$ cat config.mk
export PLATFORM = sky130hd
export DESIGN_NAME = mux_rr_arbiter
export DESIGN_NICKNAME = d
export VERILOG_FILES = /design/src/rtl/mux_arb_pkg.sv /design/src/rtl/mux_out_reg.sv /design/src/rtl/mux_rr_arbiter.sv
export SDC_FILE = /design/constraint.sdc
export NUM_CORES = 1
export LEC_CHECK = 0
export CORE_MARGIN = 2
export CORE_UTILIZATION = 40
export DETAILED_ROUTE_END_ITERATION = 10
export HOLD_SLACK_MARGIN = 0.08
export MAX_ROUTING_LAYER = met4
export PLACE_DENSITY_LB_ADDON = 0.08
export SLEW_MARGIN = 40
export SYNTH_ARGS = -nofsm -noshare
export SYNTH_HDL_FRONTEND = slang
export SYNTH_HIERARCHICAL = 1
export SYNTH_SLANG_ARGS = --single-unit
export TNS_END_PERCENT = 5
$ cat constraint.sdc
create_clock -name clk -period 2.3 [get_ports clk]
set_clock_uncertainty 0.2 [all_clocks]
set_input_delay 0.46 -clock clk [delete_from_list [all_inputs] [get_ports clk]]
set_output_delay 0.46 -clock clk [all_outputs]
set_load 0.01 [all_outputs]
$ cat src/rtl/mux_arb_pkg.sv
// rtl/mux_arb_pkg.sv - shared types and constants for the two-input round-robin mux arbiter
package mux_arb_pkg;

  typedef enum logic [1:0] {
    ST_IDLE = 2'd0,
    ST_GNT0 = 2'd1,
    ST_GNT1 = 2'd2
  } arb_state_e;

  localparam logic SEL_IN0      = 1'b0;
  localparam logic SEL_IN1      = 1'b1;
  // in0 wins the first tie after reset because it is "not the last one served"
  localparam logic LAST_SEL_RST = SEL_IN1;

  function automatic arb_state_e gnt_state(input logic sel);
    return (sel == SEL_IN1) ? ST_GNT1 : ST_GNT0;
  endfunction

endpackage

$ cat src/rtl/mux_out_reg.sv
// rtl/mux_out_reg.sv - one-entry valid/ready register stage feeding the consumer
module mux_out_reg #(
  parameter int WIDTH = 8
) (
  input  logic             clk,
  input  logic             rst_n,
  input  logic             load,
  input  logic [WIDTH-1:0] load_data,
  input  logic             out_ready,
  output logic             out_valid,
  output logic [WIDTH-1:0] out_data,
  output logic             space
);

  logic             out_valid_q, out_valid_d;
  logic [WIDTH-1:0] out_data_q, out_data_d;

  // Drain and load may coincide, which sustains one word per cycle
  assign space = !out_valid_q || out_ready;

  always_comb begin
    out_valid_d = out_valid_q;
    out_data_d  = out_data_q;
    if (load) begin
      out_valid_d = 1'b1;
      out_data_d  = load_data;
    end else if (out_ready) begin
      out_valid_d = 1'b0;
    end
  end

  always_ff @(posedge clk or negedge rst_n) begin
    if (!rst_n) begin
      out_valid_q <= 1'b0;
      out_data_q  <= '0;
    end else begin
      out_valid_q <= out_valid_d;
      out_data_q  <= out_data_d;
    end
  end

  assign out_valid = out_valid_q;
  assign out_data  = out_data_q;

endmodule

$ cat src/rtl/mux_rr_arbiter.sv
// rtl/mux_rr_arbiter.sv - two-input round-robin arbiter with burst cap driving a 2:1 mux select
module mux_rr_arbiter
  import mux_arb_pkg::*;
#(
  parameter int WIDTH     = 8,
  parameter int MAX_BURST = 4
) (
  input  logic             clk,
  input  logic             rst_n,
  input  logic             in0_valid,
  input  logic [WIDTH-1:0] in0_data,
  output logic             in0_ready,
  input  logic             in1_valid,
  input  logic [WIDTH-1:0] in1_data,
  output logic             in1_ready,
  output logic             select,
  output logic             out_valid,
  output logic [WIDTH-1:0] out_data,
  input  logic             out_ready
);

  localparam int CNT_W = (MAX_BURST > 1) ? $clog2(MAX_BURST) : 1;

  arb_state_e       state_q, state_d;
  logic             select_q, select_d;
  logic             last_sel_q, last_sel_d;
  logic [CNT_W-1:0] burst_cnt_q, burst_cnt_d;

  logic             space;
  logic             xfer0, xfer1, load;
  logic [WIDTH-1:0] load_data;
  logic             cnt_last;
  logic             cur_sel, own_valid, other_valid, idle_gnt;

  // Readies depend only on registers, never on the incoming valids
  assign in0_ready = (state_q == ST_GNT0) && space;
  assign in1_ready = (state_q == ST_GNT1) && space;

  assign xfer0     = in0_valid && in0_ready;
  assign xfer1     = in1_valid && in1_ready;
  assign load      = xfer0 || xfer1;
  assign load_data = xfer1 ? in1_data : in0_data;

  assign cnt_last  = (burst_cnt_q == CNT_W'(MAX_BURST - 1));

  always_comb begin
    state_d     = state_q;
    select_d    = select_q;
    last_sel_d  = last_sel_q;
    burst_cnt_d = burst_cnt_q;
    cur_sel     = (state_q == ST_GNT1) ? SEL_IN1 : SEL_IN0;
    own_valid   = (cur_sel == SEL_IN1) ? in1_valid : in0_valid;
    other_valid = (cur_sel == SEL_IN1) ? in0_valid : in1_valid;
    idle_gnt    = (in0_valid && in1_valid) ? !last_sel_q : in1_valid;

    case (state_q)
      ST_IDLE: begin
        if (in0_valid || in1_valid) begin
          state_d     = gnt_state(idle_gnt);
          select_d    = idle_gnt;
          last_sel_d  = idle_gnt;
          burst_cnt_d = '0;
        end
      end

      ST_GNT0, ST_GNT1: begin
        if (own_valid) begin
          // In a grant state ready equals space, so space here means a transfer
          if (space) begin
            if (cnt_last) begin
              burst_cnt_d = '0;
              if (other_valid) begin
                state_d    = gnt_state(!cur_sel);
                select_d   = !cur_sel;
                last_sel_d = !cur_sel;
              end
            end else begin
              burst_cnt_d = burst_cnt_q + CNT_W'(1);
            end
          end
        end else begin
          burst_cnt_d = '0;
          if (other_valid) begin
            state_d    = gnt_state(!cur_sel);
            select_d   = !cur_sel;
            last_sel_d = !cur_sel;
          end else begin
            state_d = ST_IDLE;
          end
        end
      end

      default: begin
        state_d     = ST_IDLE;
        burst_cnt_d = '0;
      end
    endcase
  end

  always_ff @(posedge clk or negedge rst_n) begin
    if (!rst_n) begin
      state_q     <= ST_IDLE;
      select_q    <= SEL_IN0;
      last_sel_q  <= LAST_SEL_RST;
      burst_cnt_q <= '0;
    end else begin
      state_q     <= state_d;
      select_q    <= select_d;
      last_sel_q  <= last_sel_d;
      burst_cnt_q <= burst_cnt_d;
    end
  end

  assign select = select_q;

  mux_out_reg #(
    .WIDTH(WIDTH)
  ) u_out_reg (
    .clk       (clk),
    .rst_n     (rst_n),
    .load      (load),
    .load_data (load_data),
    .out_ready (out_ready),
    .out_valid (out_valid),
    .out_data  (out_data),
    .space     (space)
  );

endmodule

# == After elaboration in Yosys (flattened, before gate mapping) ==
# Cells that the tools add are included.
# totals
register_bits,15
input_bits,21
word_cells,64
# op_classes
muxes,32
addsub,1
n_reduce_logical,18
n_eq_ne,7
# op_table
operator,n
2-bit 2-to-1 mux,12
1-bit 2-to-1 mux,15
3-bit inequality test (second input constant),3
8-bit 2-to-1 mux,1
2-bit one-hot mux with 2 select lines,2
4-bit AND reduction,2
1-bit logical AND,5
2-bit == test (second input constant),2
1-bit one-hot mux with 2 select lines,2
2-bit nonzero test,2
1-bit logical NOT,3
1-bit logical OR,3
2-bit by 1-bit adder with 2-bit output (second input constant),1
2-bit by 1-bit == test with 1-bit output (second input constant),1
2-bit logical NOT,1
2-bit inequality test (second input constant),1
2-bit AND reduction,1
2-bit OR reduction,1

# == Logic depth before layout (Yosys ltp) ==
# Gate-level depths: netlist (run 1).
# logic_depth
word_depth,8
ltp_mapped,7
ltp_nobuf,6

# == Hierarchy ==
# The synthesis (run 1) kept the hierarchy.
# modules_own_cells
mod,instances,seq_area_each_um2,cells_each,area_each_um2
mux_rr_arbiter,1,151.4,65,663.1
mux_out_reg,1,225.2,20,369.1

# == Least setup slack after synthesis (run 1) ==
# No wires, ideal clock.
# synth_path
path_type,reg2reg
start,register state_q[0]
end,register select_q (netlist: select)
stages_incl_launch_ff,8
t_arrival_ns,1.831
required_ns,1.975
synth_period_minus_slack_ns,2.156
path_buffers,1
path_slack_ns,0.144
cell_sequence,dfrtp_1 inv_1 ha_1 buf_6 mux2i_4 o32ai_4 a2111oi_4 mux2_4
# synth_between
elab_chain_len,8
# synth_rtl
element,line_no,source
start: declaration,mux_rr_arbiter.sv:24,"arb_state_e state_q, state_d;"
start signal: assignment,mux_rr_arbiter.sv:107,state_q <= state_d;
2-bit == test,"mux_rr_arbiter.sv:51, mux_rr_arbiter.sv:56",
1-bit 2-to-1 mux,mux_rr_arbiter.sv:51,cur_sel = (state_q == ST_GNT1) ? SEL_IN1 : SEL_IN0;
1-bit 2-to-1 mux or 1-bit logical NOT (tied branches),"mux_rr_arbiter.sv:53, mux_rr_arbiter.sv:74, mux_rr_arbiter.sv:85",
1-bit 2-to-1 mux,"mux_rr_arbiter.sv:72, mux_rr_arbiter.sv:83",
1-bit 2-to-1 mux,mux_rr_arbiter.sv:70,if (cnt_last) begin
1-bit 2-to-1 mux,mux_rr_arbiter.sv:69,if (space) begin
1-bit 2-to-1 mux,mux_rr_arbiter.sv:67,if (own_valid) begin
1-bit one-hot mux with 2 select lines,mux_rr_arbiter.sv:56,case (state_q)
end signal: assignment,mux_rr_arbiter.sv:108,select_q <= select_d;
end: declaration,mux_rr_arbiter.sv:25,"logic select_q, select_d;"
# Parallel ways exist; a longest one is shown, timed or not. The select of a mux whose other input is x is not followed.
# A chain may end at the register's enable or synchronous reset.

# == Worst setup path in the final report (run 1) ==
# layout_path
start,input port out_ready
end,output port in0_ready
# layout_between
elab_chain_len,2
# layout_rtl
element,line_no,source
start: declaration,mux_rr_arbiter.sv:19,input logic out_ready
1-bit logical OR,mux_out_reg.sv:19,assign space = !out_valid_q || out_ready;
via space,mux_rr_arbiter.sv:29,logic space;
1-bit logical AND,mux_rr_arbiter.sv:36,assign in0_ready = (state_q == ST_GNT0) && space;
end: declaration,mux_rr_arbiter.sv:12,"output logic in0_ready,"
# The timed path passes the listed nets, and every way through them passes these cells.

==> results.yml, run 1 <==
layout:
  post-route-util: 0.6050
  layout-drive-gt1-share: 0.3333
  areaGrowthSynthToFinish_pct: 43.88
  diodes: 0
  layout.nets: 157
  cell_area_after_layout_mm2: 0.001485
route:
  drt-initial-drc-count: 15
  vias_per_cell: 4.969
  routed-wl-met2_mm: 1.048
  detail-route-antenna-nets: 0
  topRoutingLayerUsed: "met4"
  met1_wire_length_um: 955
  totalWireLength_mm: 2.144
  num_vias: 790
  wl_met3_um: 129
  routedWlPerCell_um: 13.48
  drt_drc_violations_left: 0
  drt_pass1_iterations: 4
pwr:
  power_frac_comb: 0.665
  design_power_total_w: 0.001888
  vdd.ir_drop.worst_uv: 723.7
  p_switching_w: 0.0006774
  power_density_mw_per_mm2: 1271
  p_leak_nw: 0.6592
  netSwitchingFraction: 0.3588
  power_frac_clock: 0.082
  power.internal_w: 0.001211
  share_seq_of_total_power: 0.254
synthesis:
  postSynthAreaPerCell_um2: 12.14
  yosys_register_bits: 15
  synthesis.yosys.warnings: 6
  mappedNetlistArea_mm2: 0.001032
  netlist_instances: 85
  syn_nets: 112
  synth_cell_types: 31
  ys_seq_area_frac: 0.3648
worst_setup_path:
  worstPathRequired_ns: 1.64
  critPathCaptureType: "primary output"
  crit_path_start_kind: "primary input"
  critical_path_peak_fanout: 4
  r2r_cells: 6
  worst_r2r_startpoint: "state_q[1]"
  regToRegEndpoint: "burst_cnt_q[0]"
  data_arrival_at_the_endpoint_of_the_critical_path_ns: 1.55
  timing_worst_setup_path_type: "primary input to primary output"
  r2r_slack_ns: 0.13
clock_tree:
  tritoncts: "done"
  clock_sink_count: 15
  tritoncts.num_buffers: 3
  h-tree-depth: 1
  root_buffer: "sky130_fd_sc_hd__clkbuf_4"
  clk-insertion-delay-late_ns: 0.29
  cts_max_path_buffers: 2
  worst_setup_hold_path_clk_slew_ns: 0.09
floorplanning:
  core_mm2: 0.002455
  chipHeight_um: 54.80
  die_w_um: 54.80
  dieArea_mm2: 0.003003
  start_util: 0.4205
  io_pins: 33
  fp-row-count: 18
sta:
  worst_slew_margin_rel: 0.7685
  setup_viol_count_final: 0
  period_minus_slack_ns: 2.207
  final.period_utilization: 0.9597
  clock.fmax_mhz: 453.1
  worst_margin_slew_ns: 0.3441
  hold_viol: 0
  timing.final.max_slew_violations: 0
  worst_hold_slack_ns: 0.2754
run_status:
  status: "complete, no violations"
placement:
  buffer_ports.inserted: 32
  placed_wire_length_estimate_after_detailed_placement_mm: 1.721
  placed_area_mm2: 0.001448
  gp_congestion: 0.7435
grt:
  grt_overflow: 0
  maximum_number_of_pins_on_one_net_before_global_route_repair: 16
  grt.total_usage: 0.1658
  number_of_global_route_vias_before_repair: 766
  first_pass_grt_wire_length_mm: 3.415
  grt_antenna_before_repair: 0
flow_run:
  reported_max_cap_violation_count: 0
worst_hold_path:
  timing.hold.worst.class: "primary input to async pin"
## registers in the layout, summed over array words and instances (netlist names)
name / count
state_q: 2
u_out_reg/out_data: 8
select: 1
burst_cnt_q: 2
u_out_reg/out_valid: 1
last_sel_q: 1
## metal layers
layer	up-vias	global-route usage
met5	-	-
met4	0	0.03750
met3	2	0.06011
met2	21	0.2579
met1	379	0.2047
li1	388	-
## synthesized netlist by cell type
cell type	instances	share of area
sky130_fd_sc_hd__nor3_1	1	0.0048
sky130_fd_sc_hd__clkbuf_2	1	0.0048
sky130_fd_sc_hd__mux2_1	1	0.011
sky130_fd_sc_hd__a21o_1	1	0.0073
sky130_fd_sc_hd__inv_2	1	0.0036
sky130_fd_sc_hd__nor2_1	1	0.0036
sky130_fd_sc_hd__nand3_1	2	0.0097
sky130_fd_sc_hd__mux2_4	10	0.15
sky130_fd_sc_hd__and2_1	2	0.012
sky130_fd_sc_hd__o21ai_0	2	0.0097
sky130_fd_sc_hd__mux2i_1	1	0.0097
sky130_fd_sc_hd__nor3_2	1	0.0097
sky130_fd_sc_hd__nor2b_1	2	0.012
sky130_fd_sc_hd__o31ai_1	1	0.0073
sky130_fd_sc_hd__a21oi_1	4	0.019
sky130_fd_sc_hd__nand2b_1	5	0.030
sky130_fd_sc_hd__and4b_1	1	0.0097
sky130_fd_sc_hd__inv_1	3	0.011
sky130_fd_sc_hd__a2111oi_4	1	0.027
sky130_fd_sc_hd__buf_2	1	0.0048
sky130_fd_sc_hd__buf_6	2	0.022
sky130_fd_sc_hd__dfstp_2	1	0.025
sky130_fd_sc_hd__a21boi_0	1	0.0073
sky130_fd_sc_hd__mux2_2	9	0.098
sky130_fd_sc_hd__o22ai_1	1	0.0061
sky130_fd_sc_hd__nor4_1	1	0.0061
sky130_fd_sc_hd__o32ai_4	1	0.027
sky130_fd_sc_hd__mux2i_4	1	0.022
sky130_fd_sc_hd__ha_1	6	0.073
sky130_fd_sc_hd__nand2_1	6	0.022
sky130_fd_sc_hd__dfrtp_1	14	0.34
## layout by cell type, fill, tap and decap left out, types with 3 or more instances in the layout
cell | Yosys | final
sky130_fd_sc_hd__a21oi_1 | 4 | 4
sky130_fd_sc_hd__buf_4 | 0 | 12
sky130_fd_sc_hd__clkbuf_4 | 0 | 3
sky130_fd_sc_hd__clkdlybuf4s50_1 | 0 | 30
sky130_fd_sc_hd__dfrtp_1 | 14 | 14
sky130_fd_sc_hd__ha_1 | 6 | 5
sky130_fd_sc_hd__mux2_2 | 9 | 9
sky130_fd_sc_hd__mux2_4 | 10 | 10
sky130_fd_sc_hd__nand2_1 | 6 | 6
sky130_fd_sc_hd__nand2b_1 | 5 | 5
## worst max-delay path, cell delays in order
cell and delay, ns:
sky130_fd_sc_hd__clkdlybuf4s50_1 0.40, sky130_fd_sc_hd__nand2b_1 0.21, sky130_fd_sc_hd__and2_1 0.20, sky130_fd_sc_hd__dlygate4sd2_1 0.28
## layout make-up
type                       count  area (um^2)
sequential                    15        376.6
tap                           30        37.54
timing repair buffer          44        407.9
clock inverter                 1        5.005
inverter                       4        15.01
multi-input combinational     62        620.6
clock buffer                   3        22.52
fill                         219        969.7
## what timing repair did
item,4_1_cts,5_1_grt
hold buffers,0,0
setup endpoints to repair,2,1
setup buffers,0,0
pin swaps,0,1
resized for setup,3,2
endpoints found under the hold margin,0,0
## stage by stage
stage	setup TNS [ns]	setup WS [ns]	std cells
after floorplan	0	0.1443	85
after global placement	-1.574	-0.1511	155
after detailed placement	-1.906	-0.1860	155
after CTS	0	0.09684	159
after global routing	-0.0004801	-0.0004801	159
final	0	0.09279	159
## worst max path at each step
stage | from | end | slack (ns)
global route | state_q[1] | burst_cnt_q[0] | -0.0005
floorplan | state_q[0] | select | 0.14
global placement | out_ready | in0_ready | -0.15
finish | out_ready | in0_ready | 0.09
detailed placement | in1_valid | select | -0.19
CTS | out_ready | in0_ready | 0.1
## power by group through the flow
stage,sequential [W],combinational [W],clock (W)
after floorplan,0.000514,0.000780,0
after global placement,0.000478,0.00124,0
after detailed placement,0.000485,0.00126,0
after CTS,0.000478,0.00126,0.000160
after global routing,0.000501,0.00136,0.000169
final,0.000479,0.00125,0.000154
## cells by family after synthesis
kind of cell / after synthesis / synth area share
compound gates: 12 / 0.1103
simple gates: 22 / 0.1200
mux: 22 / 0.2861
fa+ha+maj: 6 / 0.07273
flops: 15 / 0.3649
buf+inv: 8 / 0.04605
Power figures use the tool's default switching activity.
==> inputs of run 2 (changes only) <==
PLACE_DENSITY = 0.7   (was default)
PLACE_DENSITY_LB_ADDON = default   (was 0.08)
==> results.yml, run 2 (synthesized netlist as in run 1, its figures left out) <==
layout:
  layout_common_cells: "sky130_fd_sc_hd__clkdlybuf4s50_1 (30), sky130_fd_sc_hd__dfrtp_1 (14), sky130_fd_sc_hd__buf_4 (11)"
  layout.nets: 157
  cell_area_after_layout_mm2: 0.001504
  diodes: 0
  final.fill_count: 216
  instances_no_fill: 159
  multi_input_comb_area_um2: 628.1
  largest_register_ffs: 8
  post-route-util: 0.6126
  most_common_cell_after_layout_fill_and_taps_aside: "sky130_fd_sc_hd__clkdlybuf4s50_1"
  layout-drive-gt1-share: 0.3256
  areaGrowthSynthToFinish_pct: 45.70
  register_area_um2: 376.6
sta:
  final.period_utilization: 0.9459
  clock.fmax_mhz: 459.6
  period_minus_slack_ns: 2.176
  rsz_0062_raised_after_global_routing: "false"
  finalWorstSetupSlack_ns: 0.1244
  worst_margin_slew_ns: 0.3606
  worst_hold_slack_ns: 0.2861
  hold_viol: 0
  worst_slew_margin_rel: 0.7596
  setup_viol_count_final: 0
  timing.final.max_slew_violations: 0
floorplanning:
  fp-row-count: 18
  die_w_um: 54.80
  start_util: 0.4205
  chipHeight_um: 54.80
  dieArea_mm2: 0.003003
  io_pins: 33
  core_mm2: 0.002455
worst_setup_path:
  critical_path_depth_in_cells: 6
  regToRegEndpoint: "select"
  critical_path.startpoint: "state_q[0]"
  r2r_slack_ns: 0.12
  critical-path-slowest-cell: "sky130_fd_sc_hd__dfrtp_1"
  critPathCaptureType: "flop"
  crit_path_start_kind: "flop"
  critical-path-top-delay-family: "multiplexers"
  timing_worst_setup_path_type: "flop to flop"
  setup.worst_path.end: "select"
  crit_chain: "inv_1 > ha_4 > mux2i_4 > o32ai_4 > a2111oi_4 > mux2_4"
  max_stage_delay_ns: 0.41
  critical_path_peak_fanout: 4
  r2r_cells: 6
  crit_path_buf_inv_count: 1
  worstPathRequired_ns: 2.26
  data_arrival_at_the_endpoint_of_the_critical_path_ns: 2.14
  worst_r2r_startpoint: "state_q[0]"
run_status:
  status: "complete, no violations"
route:
  topRoutingLayerUsed: "met4"
  wl_met3_um: 131
  routed-wl-met2_mm: 1.046
  drt_drc_violations_left: 0
  drt_pass1_iterations: 4
  drt-initial-drc-count: 6
  vias_per_cell: 4.931
  num_vias: 784
  routedWlPerCell_um: 13.19
  totalWireLength_mm: 2.097
  detail-route-antenna-nets: 0
  met1_wire_length_um: 909
clock_tree:
  clock_sink_count: 15
  root_buffer: "sky130_fd_sc_hd__clkbuf_4"
  post_cts_resized: 5
  tritoncts.num_buffers: 3
  cts.repair_timing.setup_buffer_count: 0
  tritoncts: "done"
  h-tree-depth: 1
  clk-insertion-delay-late_ns: 0.27
  worst_setup_hold_path_clk_slew_ns: 0.08
  cts_max_path_buffers: 2
  hold_buffer_count_at_cts: 0
placement:
  placed_cells: 155
  placed_area_mm2: 0.001460
  buffer_ports.inserted: 32
  gp_congestion: 0.7320
  pre_cts_ws_ns: -0.1584
  placed_wire_length_estimate_after_detailed_placement_mm: 1.673
grt:
  grt_overflow: 0
  grt_antenna_before_repair: 0
  grt.total_usage: 0.1777
  maximum_number_of_pins_on_one_net_before_global_route_repair: 16
  number_of_global_route_vias_before_repair: 853
  first_pass_grt_wire_length_mm: 3.691
worst_hold_path:
  timing.hold.worst.class: "primary input to async pin"
flow_run:
  reported_max_cap_violation_count: 0
pwr:
  power_density_mw_per_mm2: 1261
  p_leak_nw: 0.6661
  vdd.ir_drop.worst_uv: 683.8
==> run 2: routing by layer <==
layer  track usage  up-vias
li1              -      385
met1        0.2140      369
met2        0.3016       28
met3       0.03279        2
met4       0.05000        0
met5             -        -
==> run 2: final cells by class <==
| cell class | instances | area share |
|---|---|---|
| clock buffers | 4 | 0.01747 |
| inverters | 4 | 0.009983 |
| multi-input cells | 62 | 0.4176 |
| flip-flops and latches | 15 | 0.2504 |
| well taps | 30 | 0.02496 |
| repair buffers | 44 | 0.2795 |
==> run 2: how the worst min path moves through the flow <==
stage,startpoint,to,slack [ns],cells past startpoint
floorplan,rst_n,burst_cnt_q[0],-0.04,0
global placement,burst_cnt_q[1],burst_cnt_q[1],0.26,2
detailed placement,burst_cnt_q[1],burst_cnt_q[1],0.28,2
CTS,rst_n,u_out_reg/out_data[4],0.29,2
global route,rst_n,u_out_reg/out_data[4],0.29,2
finish,rst_n,u_out_reg/out_data[0],0.29,2
==> run 2: power breakdown <==
| part | leakage [nW] | internal, W | switching, W |
|---|---|---|---|
| sequential | 0.181 | 0.000401 | 0.0000858 |
| combinational | 0.470 | 0.000751 | 0.000515 |
| clock | 0.0150 | 0.0000671 | 0.0000769 |
==> run 2: worst register-to-register path: stages, from the launching register on <==
cell	delay, ns
sky130_fd_sc_hd__dfrtp_1	0.41
sky130_fd_sc_hd__inv_1	0.17
sky130_fd_sc_hd__ha_4	0.19
sky130_fd_sc_hd__mux2i_4	0.26
sky130_fd_sc_hd__o32ai_4	0.13
sky130_fd_sc_hd__a2111oi_4	0.36
sky130_fd_sc_hd__mux2_4	0.34
==> run 2: through the flow <==
| stage | TNS [ns] | total power [W] |
|---|---|---|
| after detailed placement | -1.733 | 0.001743 |
| final | 0 | 0.001897 |
| after CTS | 0 | 0.001919 |
| after global placement | -1.321 | 0.001728 |
| after floorplan | 0 | 0.001294 |
| after global routing | 0 | 0.002049 |
==> inputs of run 3 (changes only) <==
SKIP_LAST_GASP = 1   (was default)
==> results.yml, run 3 (synthesized netlist as in run 1, its figures left out) <==
worst_setup_path:
  critical_path_peak_fanout: 7
  critical_path.startpoint: "in1_valid"
  r2r_slack_ns: 0.17
  data_arrival_at_the_endpoint_of_the_critical_path_ns: 2.13
  critPathCaptureType: "flop"
  crit_chain: "clkdlybuf4s50_1 > nor2b_1 > a21oi_1 > a2111oi_4 > mux2_4"
  crit_path_buf_inv_count: 1
  critical-path-slowest-cell: "sky130_fd_sc_hd__clkdlybuf4s50_1"
  worst_r2r_startpoint: "state_q[1]"
  r2r_cells: 6
  critical-path-top-delay-family: "buffers and inverters"
  max_stage_delay_ns: 0.61
  timing_worst_setup_path_type: "primary input to flop"
  crit_path_start_kind: "primary input"
  regToRegEndpoint: "select"
  worstPathRequired_ns: 2.26
sta:
  final.period_utilization: 0.9443
  worst_margin_slew_ns: 0.3606
  hold_viol: 0
  setup_viol_count_final: 0
  worst_slew_margin_rel: 0.7596
  rsz_0062_raised_after_global_routing: "false"
  timing.final.max_slew_violations: 0
  period_minus_slack_ns: 2.172
  clock.fmax_mhz: 460.4
  timing.setup.tns_ns: 0
route:
  detail-route-antenna-nets: 0
  drt_pass1_iterations: 4
  num_vias: 784
  totalWireLength_mm: 2.098
  routedWlPerCell_um: 13.19
  drt-initial-drc-count: 6
  vias_per_cell: 4.931
  drt_drc_violations_left: 0
floorplanning:
  core_mm2: 0.002455
  chipHeight_um: 54.80
  io_pins: 33
  dieArea_mm2: 0.003003
  fp-row-count: 18
  start_util: 0.4205
  die_w_um: 54.80
pwr:
  vdd.ir_drop.worst_uv: 683.9
  power_density_mw_per_mm2: 1262
  p_leak_nw: 0.6770
  design_power_total_w: 0.001902
placement:
  gp_congestion: 0.7320
  placed_wire_length_estimate_after_detailed_placement_mm: 1.673
  buffer_ports.inserted: 32
  placed_cells: 155
layout:
  instances_no_fill: 159
  layout.nets: 157
  diodes: 0
  largest_register_ffs: 8
  most_common_cell_after_layout_fill_and_taps_aside: "sky130_fd_sc_hd__clkdlybuf4s50_1"
  layout_common_cells: "sky130_fd_sc_hd__clkdlybuf4s50_1 (30), sky130_fd_sc_hd__dfrtp_1 (14), sky130_fd_sc_hd__buf_4 (11)"
  layout-drive-gt1-share: 0.3333
  areaGrowthSynthToFinish_pct: 46.06
grt:
  grt.total_usage: 0.1777
  number_of_global_route_vias_before_repair: 853
  grt_antenna_before_repair: 0
  maximum_number_of_pins_on_one_net_before_global_route_repair: 16
  grt_overflow: 0
  first_pass_grt_wire_length_mm: 3.691
flow_run:
  reported_max_cap_violation_count: 0
clock_tree:
  cts_max_path_buffers: 2
  clock_sink_count: 15
  clk-insertion-delay-late_ns: 0.27
  tritoncts.num_buffers: 3
  worst_setup_hold_path_clk_slew_ns: 0.08
  tritoncts: "done"
  root_buffer: "sky130_fd_sc_hd__clkbuf_4"
  h-tree-depth: 1
worst_hold_path:
  timing.hold.worst.class: "primary input to async pin"
run_status:
  status: "complete, no violations"
-- run 3: changes by cell type in the layout (fill, tap and decap cells not counted) --
cell,previous run,this run
sky130_fd_sc_hd__dlygate4sd2_1,2,1
sky130_fd_sc_hd__inv_1,3,2
sky130_fd_sc_hd__inv_2,1,2
sky130_fd_sc_hd__dlymetal6s2s_1,0,1
-- run 3: area by class of cell --
| cell class | instances | area (um^2) |
|---|---|---|
| flip-flops and latches | 15 | 376.6 |
| multi-input cells | 62 | 628.1 |
| inverters | 4 | 15.01 |
| clock buffers | 4 | 26.28 |
| repair buffers | 44 | 424.2 |
| well taps | 30 | 37.54 |
| fillers | 214 | 947.2 |
-- run 3: how the worst max path moves through the flow --
stage / end / slack (ns) / cells after the start
floorplan: select / 0.14 / 7
global placement: select / -0.13 / 5
detailed placement: select / -0.16 / 5
CTS: in1_ready / -0.08 / 4
global route: select / 0.03 / 6
finish: select / 0.13 / 5
-- run 3: what timing repair did --
action	4_1_cts	5_1_grt
setup buffers	0	0
hold buffers	0	0
gates resized for setup	4	2
setup endpoints to repair	2	1
-- run 3: stage by stage --
step | hold WS, ns | setup slack, ns | util | cell area [um^2]
6_report | 0.2861 | 0.1280 | 0.6142 | 1508
3_5_place_dp | 0.2780 | -0.1584 | 0.5948 | 1460
5_1_grt | 0.2882 | 0.02782 | 0.6142 | 1508
2_1_floorplan | -0.03559 | 0.1443 | - | 1032
3_3_place_gp | 0.2642 | -0.1297 | 0.5948 | 1460
4_1_cts | 0.2886 | -0.07781 | 0.6132 | 1505
-- run 3: layer usage --
layer | up-vias | global-route usage | share of wire
met5 | - | - | 0
met1 | 369 | 0.2140 | 0.43
met3 | 2 | 0.03279 | 0.063
li1 | 385 | - | -
met4 | 0 | 0.05000 | 0.0043
met2 | 28 | 0.3016 | 0.50
-- run 3: power breakdown --
| group | leakage, nW | internal, W | switching [W] | total (W) |
|---|---|---|---|---|
| registers | 0.181 | 0.000401 | 0.0000871 | 0.000488 |
| clock network | 0.0150 | 0.0000671 | 0.0000769 | 0.000144 |
| logic | 0.481 | 0.000755 | 0.000515 | 0.00127 |
-- run 3: worst register-to-register path, delay by kind of cell, from the launching register on --
kind | cells | cell delay, ns
AO/OA/AOI/OAI | 2 | 0.49
adder cells (fa/ha/maj) | 1 | 0.34
multiplexers | 1 | 0.34
flip-flops | 1 | 0.44
buffers and inverters | 2 | 0.20
